--- src/rtl/serial_add_pkg.sv ---
// Shared constants for the bit-serial adder: FSM state encodings and default width.
package serial_add_pkg;
    localparam logic [1:0] ST_IDLE = 2'd0;
    localparam logic [1:0] ST_RUN  = 2'd1;
    localparam logic [1:0] ST_DONE = 2'd2;

    localparam int SERIAL_ADD_WIDTH = 8;
endpackage

--- src/rtl/serial_add_fa_cell.sv ---
// One-bit full adder; the only arithmetic resource of the serial adder.
module fa_cell (
    input  logic a,
    input  logic b,
    input  logic cin,
    output logic s,
    output logic cout
);
    assign s    = a ^ b ^ cin;
    assign cout = (a & b) | (cin & (a ^ b));
endmodule

--- src/rtl/serial_add_ctrl.sv ---
// Bit-serial adder sequencer: steps one full-adder cell LSB-first, one bit per clock.
// Optional SERIAL_ADD_OVF_EN adds a signed-overflow output held with sum.
module serial_add_ctrl
    import serial_add_pkg::*;
#(
    parameter int WIDTH = SERIAL_ADD_WIDTH,
    localparam int CW   = $clog2(WIDTH)
) (
    input  logic             clk,
    input  logic             rst_n,
    input  logic             start,
    input  logic [WIDTH-1:0] a,
    input  logic [WIDTH-1:0] b,
    input  logic             cin,
    output logic             busy,
    output logic             done,
    output logic [WIDTH-1:0] sum,
    output logic             cout
`ifdef SERIAL_ADD_OVF_EN
    ,
    output logic             ovf
`endif
);
    logic [1:0]       state_q;
    logic [CW-1:0]    idx_q;
    logic [WIDTH-1:0] a_q, b_q, shreg_q, shreg_d, sum_q;
    logic             carry_q, cout_q, busy_q, done_q;
    logic             fa_s, fa_co, last_bit;

    fa_cell u_fa (
        .a   (a_q[idx_q]),
        .b   (b_q[idx_q]),
        .cin (carry_q),
        .s   (fa_s),
        .cout(fa_co)
    );

    // New sum bit enters at the MSB so bit 0 lands in place after WIDTH shifts.
    assign shreg_d  = {fa_s, shreg_q[WIDTH-1:1]};
    assign last_bit = (idx_q == CW'(WIDTH - 1));

`ifdef SERIAL_ADD_OVF_EN
    logic ovf_q;
    // On the last bit carry_q is the carry into the MSB, fa_co the carry out.
    always_ff @(posedge clk or negedge rst_n) begin
        if (!rst_n)
            ovf_q <= 1'b0;
        else if (state_q == ST_RUN && last_bit)
            ovf_q <= carry_q ^ fa_co;
    end
    assign ovf = ovf_q;
`endif

    always_ff @(posedge clk or negedge rst_n) begin
        if (!rst_n) begin
            state_q <= ST_IDLE;
            idx_q   <= '0;
            a_q     <= '0;
            b_q     <= '0;
            shreg_q <= '0;
            sum_q   <= '0;
            carry_q <= 1'b0;
            cout_q  <= 1'b0;
            busy_q  <= 1'b0;
            done_q  <= 1'b0;
        end else begin
            done_q <= 1'b0;
            case (state_q)
                ST_IDLE, ST_DONE: begin
                    if (start) begin
                        a_q     <= a;
                        b_q     <= b;
                        carry_q <= cin;
                        idx_q   <= '0;
                        busy_q  <= 1'b1;
                        state_q <= ST_RUN;
                    end else begin
                        state_q <= ST_IDLE;
                    end
                end
                ST_RUN: begin
                    carry_q <= fa_co;
                    shreg_q <= shreg_d;
                    idx_q   <= idx_q + 1'b1;
                    if (last_bit) begin
                        sum_q   <= shreg_d;
                        cout_q  <= fa_co;
                        busy_q  <= 1'b0;
                        done_q  <= 1'b1;
                        state_q <= ST_DONE;
                    end
                end
                default: begin
                    busy_q  <= 1'b0;
                    state_q <= ST_IDLE;
                end
            endcase
        end
    end

    assign busy = busy_q;
    assign done = done_q;
    assign sum  = sum_q;
    assign cout = cout_q;
endmodule

--- config.mk ---
export PLATFORM = sky130hd
export DESIGN_NAME = serial_add_ctrl
export DESIGN_NICKNAME = d
export VERILOG_FILES = /design/src/rtl/serial_add_pkg.sv /design/src/rtl/serial_add_fa_cell.sv /design/src/rtl/serial_add_ctrl.sv
export SDC_FILE = /design/constraint.sdc
export NUM_CORES = 1
export LEC_CHECK = 0
export CAP_MARGIN = 20
export CORE_MARGIN = 1.5
export CORE_UTILIZATION = 45
export DETAILED_ROUTE_END_ITERATION = 8
export HOLD_SLACK_MARGIN = 0.1
export PLACE_DENSITY_LB_ADDON = 0.05
export SLEW_MARGIN = 20
export SYNTH_ARGS = -nofsm -noshare
export SYNTH_HDL_FRONTEND = slang
export SYNTH_SLANG_ARGS = --single-unit
export TNS_END_PERCENT = 50
--- constraint.sdc ---
create_clock -name clk -period 6.55 [get_ports clk]
set_input_delay 1.6375 -clock clk [delete_from_list [all_inputs] [get_ports clk]]
set_output_delay 1.6375 -clock clk [all_outputs]
set_load 0.01 [all_outputs]
### Word level (Yosys, flattened, before mapping)

Cells that the tools add are included.
W data, S select, Z words.

| storage, ports and cells | value |
|---|---|
| bits in registers | 41 |
| input bits | 20 |
| output and inout port bits | 11 |

| cells by class | value |
|---|---|
| add/sub/neg operators | 1 |
| order comparisons | 1 |
| equal/unequal tests | 5 |
| mux-type cells | 16 |
| bitwise operators | 5 |
| reduce and logical (&&, ||, !) cells | 7 |

Operators with widths:

| operator | number |
|---|---|
| $mux W1 | 8 |
| $reduce_and A2 Y1 | 4 |
| $bmux W1 S3 | 2 |
| $pmux W3 S2 | 1 |
| $lt A3 B4 Y1 const B | 1 |
| $ne A2 B2 Y1 const B | 2 |
| $pmux W1 S2 | 2 |
| $pmux W2 S2 | 1 |
| $add A3 B1 Y3 const B | 1 |
| $eq A3 B3 Y1 const B | 1 |
| $mux W3 | 1 |
| $and A1 B1 Y1 | 2 |
| $eq A2 B1 Y1 const B | 1 |
| $eq A2 B2 Y1 const B | 1 |
| $logic_not A2 Y1 | 1 |
| $mux W2 | 1 |
| $reduce_bool A2 Y1 | 1 |
| $reduce_or A2 Y1 | 1 |
| $xor A1 B1 Y1 | 2 |
| $or A1 B1 Y1 | 1 |

### Depth between registers and ports, before layout

| depth | value |
|---|---|
| depth after elaboration | 6 |
| gate-level depth with buffers | 6 |
| depth with buffers taken out | 5 |

### Cells and area by module

A second synthesis with hierarchy kept.

| unflattened totals | value |
|---|---|
| cells, all modules | 155 |
| area total of the unflattened synthesis | 1681.6 µm² |

By module, submodules not included:

| module | instances | cells an instance | area each (µm²) |
|---|---|---|---|
| serial_add_ctrl | 1 | 154 | 1661.6 |
| fa_cell | 1 | 1 | 20.0 |

### Least setup slack after synthesis

OpenSTA, ideal clock, no wires.

| timing | value |
|---|---|
| path type | input port to flip-flop |
| start | input start |
| end | register a_q[0] |
| library setup time | 0.065 ns |
| data arrival time | 2.307 ns |
| required time | 6.485 ns |
| path slack | 4.178 ns |
| stages | 5 |
| cells stage by stage | nor2b_1 -> clkbuf_1 -> buf_2 -> nand2_1 -> nand2_1 |

| on the way | value |
|---|---|
| longest elaborated chain between the ends | 1 |

Ends and longest elaborated chain:

| item | RTL line | source |
|---|---|---|
| start, declared | serial_add_ctrl.sv:11 | `input logic start,` |
| $reduce_and A2 Y1 (no source line) | n/a |  |
| end signal, assigned | serial_add_ctrl.sv:58 | `a_q <= '0;` |
| end signal, assigned | serial_add_ctrl.sv:71 | `a_q <= a;` |
| end, declared | serial_add_ctrl.sv:26 | `logic [WIDTH-1:0] a_q, b_q, shreg_q, shreg_d, sum_q;` |

Every way passes these cells.
A chain may end at the register's enable or synchronous reset.

### Worst setup path in the final report

| timing | value |
|---|---|
| start | input start |
| end | register idx_q[1] |

| on the way | value |
|---|---|
| longest elaborated chain between the ends | 2 |

Ends and longest elaborated chain:

| item | RTL line | source |
|---|---|---|
| $ne A2 B2 Y1 (no source line) | n/a |  |
| $reduce_and A2 Y1 (no source line) | n/a |  |
| end signal, assigned | serial_add_ctrl.sv:84 | `idx_q <= idx_q + 1'b1;` |
| end, declared | serial_add_ctrl.sv:25 | `logic [CW-1:0] idx_q;` |

Every way passes these cells.

==> reports/results.tsv <==
stage	metric	value	unit
outcome	status	finished, final reports clean	
timing	relSlewSlack	43.7	%
cts	clock-sinks	40	
drt	via_count	1137	
cells_and_area	postLayoutCellArea	2090	sq um
cts	cts_buffer_depth	2	
place	dpl-instance-area	2000	sq um
timing	layout_worst_path_cycle_share	44.1	%
cts	clockRootBuffer	clkbuf_8	
cells_and_area	multi_input_area	634	sq um
flow_run	drv_cap	0	
hold_path	min_from	b_q[7]$_DFFE_PN0P_	
critical_path	end_kind	register	
yosys	synth.avg_cell_area	10.8	sq um
power	p_leak	0.00104	uW
cts	clock_latency	0.28	ns
timing	finalSetupTns	0	ns
grt	grt_max_degree	41	
critical_path	ff2ff_path_depth	4	
timing	hold_ws	0.467	ns
place	port_buffers	30	
yosys	synthCells	156	
hold_path	whs_path_depth	2	
drt	routedWlPerCell	12.2	um
yosys	muxShareOfSynthArea	13.6	%
yosys	ys_ff_latch	40	
place	place_ws	2.99	ns
timing	finalSetupViolations	0	
cts	clk_pin_slew_worst_paths	0.07	ns
grt	grt_pass1_wl	4930	um
yosys	yosysTopAreaCellShare	59.4	%
cts	cts-resized-gates	0	
cts	htree_levels	2	
grt	gr-usage-met3	4.58	%
cts	post_cts_buffers	0	
cts	cts_tree	built	
timing	clock_skew	0.00453	ns
drt	dr.pass1.iters	4	
drt	finalWirelength	2870	um
cells_and_area	diodes	0	
critical_path	r2r_end	sum[7]$_DFFE_PN0P_	
cells_and_area	final_layout_size_suffix_gt1_share	10.2	%
cells_and_area	fillers	353	
hold_path	hold_end	b_q[7]$_DFFE_PN0P_	
yosys	synth_top_family_by_area	simple AND/OR/NAND/NOR gates	
timing	fin_ws	3.66	ns
die	dieWidth	64.2	um
place	dp_hpwl	1980	um
die	rows	22	
die	chipHeight	64.2	um
critical_path	r2r-start	idx_q[0]$_DFFE_PN0P_	
timing	final-hold-violation-count	0	
timing	period_needed	2.89	ns
grt	grt_pass1_vias	1162	
critical_path	cp-start-kind	input pin	
cells_and_area	seq_area	1000	sq um
drt	route.detailed.drc	0	
power	irDropWorstVdd	0.000168	V
drt	drtIter0Drc	48	
yosys	synthXorXnorAreaFrac	0	%
cts	cts-hold-fix-buffers	0	
cts	cts_buffers	5	
hold_path	min_path_type	reg -> reg	
cells_and_area	final_nets	208	
yosys	ys_seq_area_share	59.4	%
grt	met1_usage	17.8	%
grt	antenna_found_initial	0	
cells_and_area	area_growth	24.0	%
die	die_area	4120	sq um
yosys	syn-cell-area	1680	sq um
critical_path	path_class	in -> reg	
yosys	synthTopCellsByArea	dfrtp_1 (59%), nand2_1 (16%), mux2_2 (7.4%)	
yosys	yosys.area_share.adder	2.67	%
yosys	synth_compound_area_share	2.30	%
drt	viasPerCell	4.86	
critical_path	cp.required	6.72	ns
grt	grt_overflow_total	0	
timing	max_freq	346	MHz
grt	grt.total_usage	16.1	%
yosys	synth.net_count	179	
yosys	yosys_warnings	0	
critical_path	arrival	3.06	ns
drt	antenna_left	0	
die	ios	31	
timing	worst_pin_slew	0.844	ns
grt	grt-busiest-layer	met2	
yosys	synthSimpleGateAreaFrac	18.9	%
critical_path	reg2reg_slack	4.30	ns
place	gp_congestion	0.702	
die	start_util	46.3	%
power	pwr_density_cell	465	nW/um^2
die	core	3630	sq um
timing	rsz0062_at_grt	no	
yosys	yosys.area.top_type	dfrtp_1	
yosys	ys_types	17	
critical_path	crit_path_max_fanout	18	
timing	slew_violations	0	
grt	use_met2	27.3	%
-- worst max-delay path by stage --
stage / start / endpoint / slack [ns] / depth (start not counted)
floorplan: start / a_q[0]$_DFFE_PN0P_ / 4.18 / 5
global placement: start / idx_q[1]$_DFFE_PN0P_ / 3.04 / 4
detailed placement: start / idx_q[1]$_DFFE_PN0P_ / 2.99 / 4
CTS: start / idx_q[1]$_DFFE_PN0P_ / 3.29 / 4
global route: start / idx_q[2]$_DFFE_PN0P_ / 3.59 / 4
finish: start / idx_q[1]$_DFFE_PN0P_ / 3.66 / 4
-- final cells by class --
cell class,instances,share of cell area [%]
clock buffers,8,4.31
inverters,2,0.359
multi-input cells,106,30.4
flip-flops and latches,40,47.9
well taps,48,2.88
repair buffers,30,14.1
-- routing by layer --
layer	vias up	routed length (um)
met4	0	65
met2	34	1500
met5	-	0
li1	558	-
met1	538	1160
met3	7	147
-- power by group --
part / total, uW / leakage (uW) / internal [uW] / switching [uW]
combinational: 374 / 0.000495 / 204 / 170
sequential: 434 / 0.000495 / 362 / 72.0
clock: 163 / 0.0000455 / 85.8 / 77.1
total: 971 / 0.00104 / 652 / 320
-- state kept, by name (all words and copies together) (netlist names) --
register  flops
done          1
cout          1
shreg_q       7
a_q           8
state_q       2
sum           8
idx_q         3
busy          1
b_q           8
carry_q       1
-- layout by cell type (no fill, tap or decap) --
master	instances
buf_2	1
clkbuf_1	2
nor2b_2	1
nor2b_1	1
inv_1	2
clkdlybuf4s50_1	29
ha_1	2
mux4_1	4
nand2_1	73
fa_1	1
mux2_2	11
clkbuf_8	6
o21ai_0	3
nand3_1	1
nor2_1	4
a31oi_1	1
dfrtp_1	40
nand2b_1	2
a22o_1	2
-- logic make-up (layout without fill, tap and decap cells) --
logic type | after synthesis | in the layout
multiplexers | 15 | 15
flip-flops | 40 | 40
buffers and inverters | 10 | 40
adder cells (fa/ha/maj) | 3 | 3
AND/OR/NAND/NOR | 82 | 82
AO/OA/AOI/OAI | 6 | 6
-- metrics by stage --
step | power [uW] | cells | utilization, %
2_1_floorplan | 692 | 156 | -
3_3_place_gp | 802 | 226 | 54.9
3_5_place_dp | 823 | 226 | 54.9
4_1_cts | 989 | 234 | 57.4
5_1_grt | 1070 | 234 | 57.5
6_report | 971 | 234 | 57.5
-- Yosys cell counts --
master	number
inv_1	2
dfrtp_1	40
mux4_1	4
buf_2	5
nand2_1	73
nand2b_1	2
o21ai_0	3
clkbuf_1	2
fa_1	1
mux2_2	11
nor2b_1	2
nand3_1	1
buf_6	1
a31oi_1	1
nor2_1	4
ha_1	2
a22o_1	2
-- worst max-delay path: stages --
cell and delay, ns:
clkdlybuf4s50_1 0.50, nor2b_2 0.59, nor2_1 0.13, a22o_1 0.21
Note: power is estimated with default switching activity, not from simulation.
